===== src/rtl/regfile_sb.sv =====
// regfile_sb: parametrised 2-read/1-write register file with registered read
// ports, optional write-to-read bypass, optional hardwired zero register and a
// per-register busy scoreboard for pending writebacks.
//
// Read handshake: a read is always accepted (there is no ready). rd_valid_x is
// high for exactly the cycle after an edge that sampled rd_en_x=1. rd_data_x
// and rd_busy_x only change on such edges and hold otherwise.
module regfile_sb #(
    parameter int DW       = 16,
    parameter int AW       = 4,
    parameter int BYPASS   = 1,
    parameter int ZERO_REG = 1
) (
    input  logic          clk,
    input  logic          rst,
    input  logic          rd_en_a,
    input  logic [AW-1:0] rd_addr_a,
    output logic [DW-1:0] rd_data_a,
    output logic          rd_valid_a,
    output logic          rd_busy_a,
    input  logic          rd_en_b,
    input  logic [AW-1:0] rd_addr_b,
    output logic [DW-1:0] rd_data_b,
    output logic          rd_valid_b,
    output logic          rd_busy_b,
    input  logic          wr_en,
    input  logic [AW-1:0] wr_addr,
    input  logic [DW-1:0] wr_data,
    input  logic          res_en,
    input  logic [AW-1:0] res_addr,
    output logic [AW:0]   busy_cnt
);

    localparam int DEPTH = 2 ** AW;

    logic [DW-1:0]    mem [DEPTH];
    logic [DEPTH-1:0] busy;
    logic [DEPTH-1:0] busy_nxt;
    logic [AW:0]      cnt_nxt;
    logic             wr_ok;
    logic             res_ok;
    logic [DW-1:0]    data_a_nxt;
    logic [DW-1:0]    data_b_nxt;
    logic             busy_a_nxt;
    logic             busy_b_nxt;

    // Register 0 is immutable when hardwired to zero.
    assign wr_ok  = wr_en  && !((ZERO_REG != 0) && (wr_addr  == '0));
    assign res_ok = res_en && !((ZERO_REG != 0) && (res_addr == '0));

    // Next busy vector: a writeback clears, a reservation sets and wins a tie.
    always_comb begin
        busy_nxt = busy;
        if (wr_ok) begin
            busy_nxt[wr_addr] = 1'b0;
        end
        if (res_ok) begin
            busy_nxt[res_addr] = 1'b1;
        end
    end

    // Population count of the next busy vector (width AW+1 so 2**AW fits).
    always_comb begin
        cnt_nxt = '0;
        for (int i = 0; i < DEPTH; i++) begin
            cnt_nxt = cnt_nxt + (AW + 1)'(busy_nxt[i]);
        end
    end

    // Port A read source: zero register, forwarded write, or stored value.
    always_comb begin
        data_a_nxt = mem[rd_addr_a];
        busy_a_nxt = busy[rd_addr_a];
        if ((ZERO_REG != 0) && (rd_addr_a == '0)) begin
            data_a_nxt = '0;
            busy_a_nxt = 1'b0;
        end else if ((BYPASS != 0) && wr_ok && (wr_addr == rd_addr_a)) begin
            data_a_nxt = wr_data;
            busy_a_nxt = 1'b0;
        end
    end

    // Port B read source: same selection as port A, fully independent.
    always_comb begin
        data_b_nxt = mem[rd_addr_b];
        busy_b_nxt = busy[rd_addr_b];
        if ((ZERO_REG != 0) && (rd_addr_b == '0)) begin
            data_b_nxt = '0;
            busy_b_nxt = 1'b0;
        end else if ((BYPASS != 0) && wr_ok && (wr_addr == rd_addr_b)) begin
            data_b_nxt = wr_data;
            busy_b_nxt = 1'b0;
        end
    end

    // Storage array; cleared by reset so no X can reach a read port.
    always_ff @(posedge clk or posedge rst) begin
        if (rst) begin
            for (int i = 0; i < DEPTH; i++) begin
                mem[i] <= '0;
            end
        end else if (wr_ok) begin
            mem[wr_addr] <= wr_data;
        end
    end

    // Busy scoreboard and its registered population count.
    always_ff @(posedge clk or posedge rst) begin
        if (rst) begin
            busy     <= '0;
            busy_cnt <= '0;
        end else begin
            busy     <= busy_nxt;
            busy_cnt <= cnt_nxt;
        end
    end

    // Port A output register: data/busy captured on a read, valid pulses.
    always_ff @(posedge clk or posedge rst) begin
        if (rst) begin
            rd_data_a  <= '0;
            rd_busy_a  <= 1'b0;
            rd_valid_a <= 1'b0;
        end else begin
            rd_valid_a <= rd_en_a;
            if (rd_en_a) begin
                rd_data_a <= data_a_nxt;
                rd_busy_a <= busy_a_nxt;
            end
        end
    end

    // Port B output register: data/busy captured on a read, valid pulses.
    always_ff @(posedge clk or posedge rst) begin
        if (rst) begin
            rd_data_b  <= '0;
            rd_busy_b  <= 1'b0;
            rd_valid_b <= 1'b0;
        end else begin
            rd_valid_b <= rd_en_b;
            if (rd_en_b) begin
                rd_data_b <= data_b_nxt;
                rd_busy_b <= busy_b_nxt;
            end
        end
    end

endmodule


===== config.mk =====
export PLATFORM = sky130hd
export DESIGN_NAME = regfile_sb
export DESIGN_NICKNAME = d
export VERILOG_FILES = /design/src/rtl/regfile_sb.sv
export SDC_FILE = /design/constraint.sdc
export NUM_CORES = 1
export LEC_CHECK = 0
export ABC_AREA = 1
export CAP_MARGIN = 20
export CORE_MARGIN = 2
export CORE_UTILIZATION = 55
export DETAILED_ROUTE_END_ITERATION = 16
export GPL_ROUTABILITY_DRIVEN = 0
export MAX_ROUTING_LAYER = met4
export PLACE_DENSITY_LB_ADDON = 0.3
export SLEW_MARGIN = 20
export SYNTH_ARGS = -nofsm -noshare
export SYNTH_HDL_FRONTEND = slang
export SYNTH_SLANG_ARGS = --single-unit

===== constraint.sdc =====
create_clock -name clk -period 21.9 [get_ports clk]
set_input_delay 3.285 -clock clk [delete_from_list [all_inputs] [get_ports clk]]
set_output_delay 3.285 -clock clk [all_outputs]
set_load 0.01 [all_outputs]

# [After elaboration in Yosys (flattened, before gate mapping)]
# Cells that the tools add are included.
[totals] output_inout_bits=41 in_bits=38 wordCells=97 regBits=313
[op_classes] addsub=15 reduce_logical=13 muxes=27 magnitude_cmp=10 n_bitwise=6 n_eq_ne=2
[op_table] cell="$bwmux 256" count=1
[op_table] cell="$mux 16" count=11
[op_table] cell="$bmux 16 s4" count=2
[op_table] cell="$demux 16 s4" count=1
[op_table] cell="$add 5x1->5" count=11
[op_table] cell="$lt 4x5->1 const B" count=4
[op_table] cell="$and 16x16->16" count=1
[op_table] cell="$logic_not 4->1" count=4
[op_table] cell="$not 16->16" count=1
[op_table] cell="$or 16x16->16" count=1
[op_table] cell="$ge 5x5->1 const B" count=3
[op_table] cell="$not 4->5" count=3
[op_table] cell="$bmux 1 s4" count=2
[op_table] cell="$demux 1 s4" count=2
[op_table] cell="$eq 4x4->1" count=2
[op_table] cell="$ge 4x1->1 const B" count=2
[op_table] cell="$mux 1" count=8
[op_table] cell="$logic_and 1x1->1" count=7
[op_table] cell="$add 4x1->5" count=1
[op_table] cell="$lt 5x1->1 const B" count=1
[op_table] cell="$add 3x1->4" count=1
[op_table] cell="$add 2x1->3" count=1
[op_table] cell="$add 1x1->2" count=1
[op_table] cell="$logic_not 1->1" count=2

# [Depth between registers and ports, before layout]
# Gate-level depths: netlist of run 1.
[depth] ltp_word=24 mapped_depth=17 depth_no_buf=17

# [Least setup slack after synthesis of run 1]
# No wires, ideal clock.
[synth_timing] path_kind="input port to flip-flop" start="input wr_addr[0]" end="register busy_cnt[2]" arrival_ns=6.689 path_stages=13 t_required_ns=21.776 slack_ns=15.087 setup_time_ns=0.124 path_cell_list="inv_2 nor3_2 nand2_1 a32o_1 fa_1 inv_1 fa_1 fa_1 inv_1 fa_1 ha_1 fa_1 xor2_1"
[synth_via] word_cells_on_any_way=28
[synth_lines] element="start: declaration" line="27" rtl="input logic [AW-1:0] wr_addr,"
[synth_lines] element="$lt 4x5->1 (implied by the code) / $ge 4x1->1 (equally long branches)" line="55" rtl="busy_nxt[wr_addr] = 1'b0;"
[synth_lines] element="$logic_and 1x1->1 (implied by the code)" line="55"
[synth_lines] element="$mux 1 (implied by the code)" line="55"
[synth_lines] element="$demux 1 s4" line="55"
[synth_lines] element="$not 16->16 (no line)"
[synth_lines] element="$and 16x16->16 (no line)"
[synth_lines] element="$mux 16 (*)" line="54" rtl="if (wr_ok) begin"
[synth_lines] element="$or 16x16->16 (no line)"
[synth_lines] element="$mux 16 (*)" line="57" rtl="if (res_ok) begin"
[synth_lines] element="net busy_nxt[9]" line="38" rtl="logic [DEPTH-1:0] busy_nxt;"
[synth_lines] element="$add 5x1->5 (*) (7 in series)" line="66" rtl="cnt_nxt = cnt_nxt + (AW + 1)'(busy_nxt[i]);"
[synth_lines] element="net cnt_nxt[2]" line="39" rtl="logic [AW:0] cnt_nxt;"
[synth_lines] element="end signal: assignment" line="114" rtl="busy_cnt <= cnt_nxt;"
[synth_lines] element="end: declaration" line="31" rtl="output logic [AW:0] busy_cnt"
# The timed path passes the listed nets; every way through them passes the cells marked *.
# A chain may end at the register's enable or synchronous reset.

# [Worst setup path after layout of run 1]
[layout_timing] start="input wr_addr[0]" end="register busy_cnt[4]"
# The elaborated chain is that of the path after synthesis.

==> flow_metrics.py, run 1 <==
metrics = {
    "synthesis": {
        "ys_seq_area_share_pct": 44.2,
        "synth.distinct_cells": 29,
        "synthCells": 2524,
        "synthFlopType": "dfrtp_1",
        "synth_edf_count": 0,
        "syn_area_per_cell_um2": 7.03,
        "netlist_area_um2": 17700,
        "async_reset_ff_share_pct": 100,
        "ys_ff_latch": 313,
        "yosysWarnings": 0,
        "syn-num-nets": 2577,
    },
    "global_routing": {
        "globalRouteTotalUtil_pct": 35.0,
        "grt_antenna_before_repair": 0,
        "grt_max_degree": 188,
        "grt_pass1_wl_um": 89500,
        "grt_overflow": 0,
        "grt_pass1_vias": 16100,
    },
    "floorplan": {
        "pin_count": 79,
        "die-area_um2": 33700,
        "rows": 65,
        "fp.dieH_um": 184,
        "floorplan.initialDensity_pct": 56.1,
        "core_um2": 31600,
        "die_w_um": 184,
    },
    "layout": {
        "final_common_cell": "nand2_1",
        "syn2layout_area_growth_pct": 9.57,
        "drive_gt1_share_pct": 4.58,
        "multi_input_area_um2": 8140,
        "nFillCells": 2770,
        "final-seq-area_um2": 7830,
        "insertedDiodeCount": 0,
        "final_cell_mix": "917 x nand2_1, 313 x dfrtp_1, 310 x nand3_1, 198 x inv_1, 159 x nor2_1",
        "fin_nets": 2518,
        "final_cells": 2892,
    },
    "clock_network": {
        "cts_tree": "built",
        "cts_root_buffer": "clkbuf_16",
        "cts_setup_buffers": 0,
        "cts-hold-fix-buffers": 0,
        "cts_buffers": 34,
        "cts.path.max_buffers": 3,
        "clk_latency_ns": 0.53,
        "htreeDepth": 2,
        "cts_sinks": 313,
        "cts_resized": 0,
        "clk_transition_reported_paths_ns": 0.06,
    },
    "critical_path": {
        "path_max_fanout": 33,
        "r2r_setup_slack_ns": 18.16,
        "crit_path_frequent_cell": "fa_1",
        "crit_buf_inv": 4,
        "slowest_stage": "nand2_1",
        "r2r_end": "busy_cnt[4]",
        "arrival_ns": 8.31,
        "critPathLaunchType": "primary input",
        "rr_worst_depth": 14,
        "cp.required_ns": 22.30,
        "cpLargestDelayFamily": "adder cells",
        "max_stage_delay_ns": 0.70,
        "r2r-start": "busy[15]",
        "crit_path_end_kind": "flip-flop",
        "path_cells": "clkdlybuf4s50_1 -> inv_2 -> nor3_2 -> nand2_1 -> a32o_1 -> fa_1 -> inv_1 -> fa_1 -> fa_1 -> inv_1 -> fa_1 -> ha_1 -> fa_1 -> nand2_1 -> a21boi_0",
        "path_class": "in -> reg",
    },
    "placement": {
        "io_buffers": 78,
        "dp.cells": 2830,
        "dp_hpwl_um": 35900,
    },
    "hold_path": {
        "min_path_cells": 0,
        "hold_path_end": "mem[247]",
        "min_from": "mem[247]",
        "min_path_type": "reg -> reg",
    },
    "routing": {
        "via_per_inst": 5.97,
        "ant_nets": 0,
        "first_iter_violations": 2471,
        "wl_um": 56700,
        "drc": 0,
        "dr_total_vias": 17300,
        "wl_per_cell_um": 19.6,
        "first_pass_iters": 7,
    },
    "timing": {
        "timing.hold.ws_ns": 0.377,
        "rsz0062_at_grt": "no",
        "tns_ns": 0,
        "hold_violations": 0,
        "fmax_mhz": 126,
        "tightest_slew_ns": 1.33,
        "skew_ns": 0.0195,
        "fin_crit_ns": 7.92,
        "slew_headroom_pct": 11.1,
        "setup_viol": 0,
        "period_share_pct": 36.1,
        "maxSlewViolCount": 0,
    },
    "run": {
        "maxCapViolCount": 0,
    },
    "run_status": {
        "status": "finished, final reports clean",
    },
    "power_and_ir_drop": {
        "vdd_drop_max_uv": 55.0,
        "p_leak_nw": 9.54,
        "p_per_area_nw_per_um2": 96.8,
    },
}
## per-stage QoR
stage / setup slack, ns / util, % / instance area (um2) / total power, mW
6_report: 13.98 / 61.4 / 19400 / 1.88
5_1_grt: 13.73 / 61.4 / 19400 / 1.99
4_1_cts: 14.06 / 61.3 / 19400 / 1.87
3_5_place_dp: 13.57 / 57.8 / 18300 / 1.29
3_3_place_gp: 13.51 / 57.7 / 18300 / 1.27
2_1_floorplan: 9.96 / - / 17700 / 1.13
## synth_stat cells, types with 13 or more instances
library cell	instances	area share, %
nand2_1	917	19
dfrtp_1	313	44
nand3_1	310	8.7
inv_1	201	4.3
nor2_1	161	3.4
o21ai_0	156	4.4
o211ai_1	100	4.2
clkbuf_1	80	1.7
buf_2	77	2.2
a21oi_1	52	1.5
o21ai_1	39	1.1
clkinv_1	18	0.38
clkbuf_2	14	0.40
inv_2	14	0.30
buf_4	13	0.55
## registers in the layout, indices dropped and copies added, names as in the netlist
signal,cells
mem,256
rd_valid_b,1
rd_busy_a,1
busy_cnt,5
busy,16
rd_data_b,16
rd_busy_b,1
rd_valid_a,1
rd_data_a,16
## final cells by class
class / count / share of cell area, %
clock buffer: 47 / 4.94
clock inverter: 14 / 0.856
inverter: 233 / 4.54
multi-input combinational: 1786 / 41.9
sequential: 313 / 40.3
tap: 402 / 2.59
timing repair buffer: 97 / 4.88
## cell families (layout without fill, tap and decap cells)
group / count (synthesis) / in the layout / share of synthesized area [%]
buf+inv: 425 / 391 / 10.1
compound gates: 361 / 361 / 11.8
xor+xnor: 2 / 2 / 0.0988
fa+ha+maj: 15 / 15 / 1.48
simple gates: 1408 / 1408 / 32.4
flops: 313 / 313 / 44.2
## layer usage
metal | up-vias | share of wire [%] | GRT usage, %
li1 | 7918 | - | -
met1 | 8070 | 40 | 46.5
met2 | 1107 | 44 | 52.1
met3 | 170 | 13 | 8.99
met4 | 0 | 3.1 | 12.5
met5 | - | 0 | -
## report_power, final
| group | switching [mW] | internal (mW) |
|---|---|---|
| logic | 0.329 | 0.198 |
| registers | 0.0679 | 0.702 |
| clock network | 0.240 | 0.344 |
| total | 0.637 | 1.24 |
## worst max-delay path by stage
| stage | start | end | slack [ns] | depth (start not counted) |
|---|---|---|---|---|
| after global placement | wr_addr[1] | busy_cnt[4] | 13.51 | 18 |
| after CTS | wr_addr[0] | busy_cnt[4] | 14.06 | 16 |
| final | wr_addr[0] | busy_cnt[4] | 13.98 | 15 |
| after global routing | wr_addr[0] | busy_cnt[4] | 13.73 | 16 |
| after detailed placement | wr_addr[0] | busy_cnt[4] | 13.57 | 16 |
| after floorplan | rst | busy[0] | 9.96 | 1 |
Power figures use the tool's default switching activity.
==> run 2, diff against run 1 <==
- clock period: 21.9 -> 6.8 ns (I/O delays scaled with it)
==> run 2 against run 1 <==
Register-to-register slack got worse by 15 ns. Sequential cell count unchanged. Hold slack got worse by 0.0034 ns. Via count increased by 0.63%. Design area increased by 0.70%. Clock skew decreased by 0.0015 ns. Final cell count increased by 0.45%. First-iteration DRC count decreased by 0.73%. Non-clock buffer count increased by 11. Critical path type unchanged.
==> flow_metrics.py, run 2 (synthesis gave the netlist of run 1 again) <==
metrics = {
    "run_status": {
        "status": "finished, final reports clean",
    },
    "power_and_ir_drop": {
        "design_power_total_mw": 6.20,
        "p_leak_nw": 9.62,
        "vdd_drop_max_uv": 198,
        "p_per_area_nw_per_um2": 317,
    },
    "layout": {
        "finish.instance_area_um2": 19600,
        "final-seq-area_um2": 7830,
        "insertedDiodeCount": 0,
        "largest_register_ffs": 256,
        "largest-register": "mem",
        "final_cell_mix": "917 x nand2_1, 313 x dfrtp_1, 310 x nand3_1, 198 x inv_1, 159 x nor2_1",
        "drive_gt1_share_pct": 5.03,
        "fin_nets": 2531,
        "final_common_cell": "nand2_1",
        "syn2layout_area_growth_pct": 10.3,
        "nFillCells": 2743,
        "final_cells": 2905,
        "multi_input_area_um2": 8120,
    },
    "timing": {
        "fin_crit_ns": 5.06,
        "rsz0062_at_grt": "no",
        "tightest_slew_ns": 1.13,
        "period_share_pct": 74.3,
        "tns_ns": 0,
        "fmax_mhz": 198,
        "hold_violations": 0,
        "skew_ns": 0.0180,
        "maxSlewViolCount": 0,
        "setup_viol": 0,
        "slew_headroom_pct": 24.9,
    },
    "clock_network": {
        "cts_setup_buffers": 0,
        "cts_root_buffer": "clkbuf_16",
        "clk_transition_reported_paths_ns": 0.06,
        "htreeDepth": 2,
        "cts_sinks": 313,
        "clk_latency_ns": 0.52,
        "cts.path.max_buffers": 3,
        "cts_tree": "built",
        "cts_resized": 0,
        "cts_buffers": 36,
        "cts-hold-fix-buffers": 0,
    },
    "critical_path": {
        "critPathLaunchType": "primary input",
        "crit_path_end_kind": "flip-flop",
        "path_max_fanout": 33,
        "cp.required_ns": 7.19,
        "path_class": "in -> reg",
        "arrival_ns": 5.45,
    },
    "routing": {
        "wl_um": 56800,
        "wl_per_cell_um": 19.5,
        "dr_total_vias": 17400,
        "ant_nets": 0,
        "via_per_inst": 5.98,
        "first_iter_violations": 2453,
        "first_pass_iters": 6,
        "drc": 0,
    },
    "global_routing": {
        "grt_pass1_vias": 16700,
        "grt_antenna_before_repair": 0,
        "grt_overflow": 0,
        "globalRouteTotalUtil_pct": 35.4,
        "grt_pass1_wl_um": 90700,
        "grt_max_degree": 143,
    },
    "run": {
        "maxCapViolCount": 0,
    },
    "floorplan": {
        "die-area_um2": 33700,
        "die_w_um": 184,
        "floorplan.initialDensity_pct": 56.1,
        "core_um2": 31600,
        "fp.dieH_um": 184,
        "rows": 65,
        "pin_count": 79,
    },
    "hold_path": {
        "min_path_type": "reg -> reg",
    },
    "placement": {
        "io_buffers": 78,
        "dp.cells": 2842,
        "placed_cell_area_um2": 18300,
        "dp_hpwl_um": 35500,
    },
}
==> run 2: changes by cell type in the layout (fill, tap and decap cells not counted), moves of 3 or more <==
cell,delta
nor2_4,-4
clkinvlp_4,+3
buf_4,+12
nor2_2,+4
clkbuf_16,+3
==> run 2: critical path: stages <==
cell and delay (ns):
clkdlybuf4s50_1 0.52, nor2_1 0.26, nand2_1 0.15, nor2_1 0.12, inv_1 0.47, a32o_1 0.46, fa_1 0.55, inv_1 0.06
fa_1 0.51, inv_1 0.05, fa_1 0.46, ha_1 0.25, fa_1 0.40, xor2_1 0.17
==> run 2: path summary, 6_finish.rpt <==
path	slack [ns]	from	end	depth (start not counted)
max	1.74	wr_addr[1]	busy_cnt[2]	14
min	0.37	mem[244]	mem[244]	0
max reg2reg	3.01	busy[11]	busy_cnt[2]	13
min reg2reg	0.37	mem[244]	mem[244]	0
max in group asynchronous	4.61	rst	mem[200]	3
min in group asynchronous	0.87	rst	mem[29]	2
==> run 2: stage by stage <==
step           hold WS (ns)  util [%]  setup WS, ns
4_1_cts               0.379      61.8          1.78
6_report              0.374      61.8          1.74
5_1_grt               0.388      61.8          1.49
2_1_floorplan         0.429         -          1.61
3_3_place_gp          0.365      58.0          1.32
3_5_place_dp          0.366      58.0          1.30
==> run 2: cell type report <==
cell class                      count  share of cell area (%)
Multi-Input combinational cell   1786                    41.5
Sequential cell                   313                    40.0
Clock buffer                       50                    5.24
Timing Repair Buffer              108                    5.17
Inverter                          233                    4.49
Tap cell                          402                    2.57
Clock inverter                     13                    1.01
==> run 2: where the power goes <==
group          internal [mW]  switching (mW)
clock network           1.24           0.778
registers               2.26           0.215
logic                  0.642            1.06
total                   4.15            2.05
==> run 2: layer usage <==
layer / part of all wire (%) / GRT usage [%]
met1: 40 / 46.9
met2: 44 / 53.1
met3: 13 / 7.41
met4: 3.9 / 14.9
met5: 0 / -
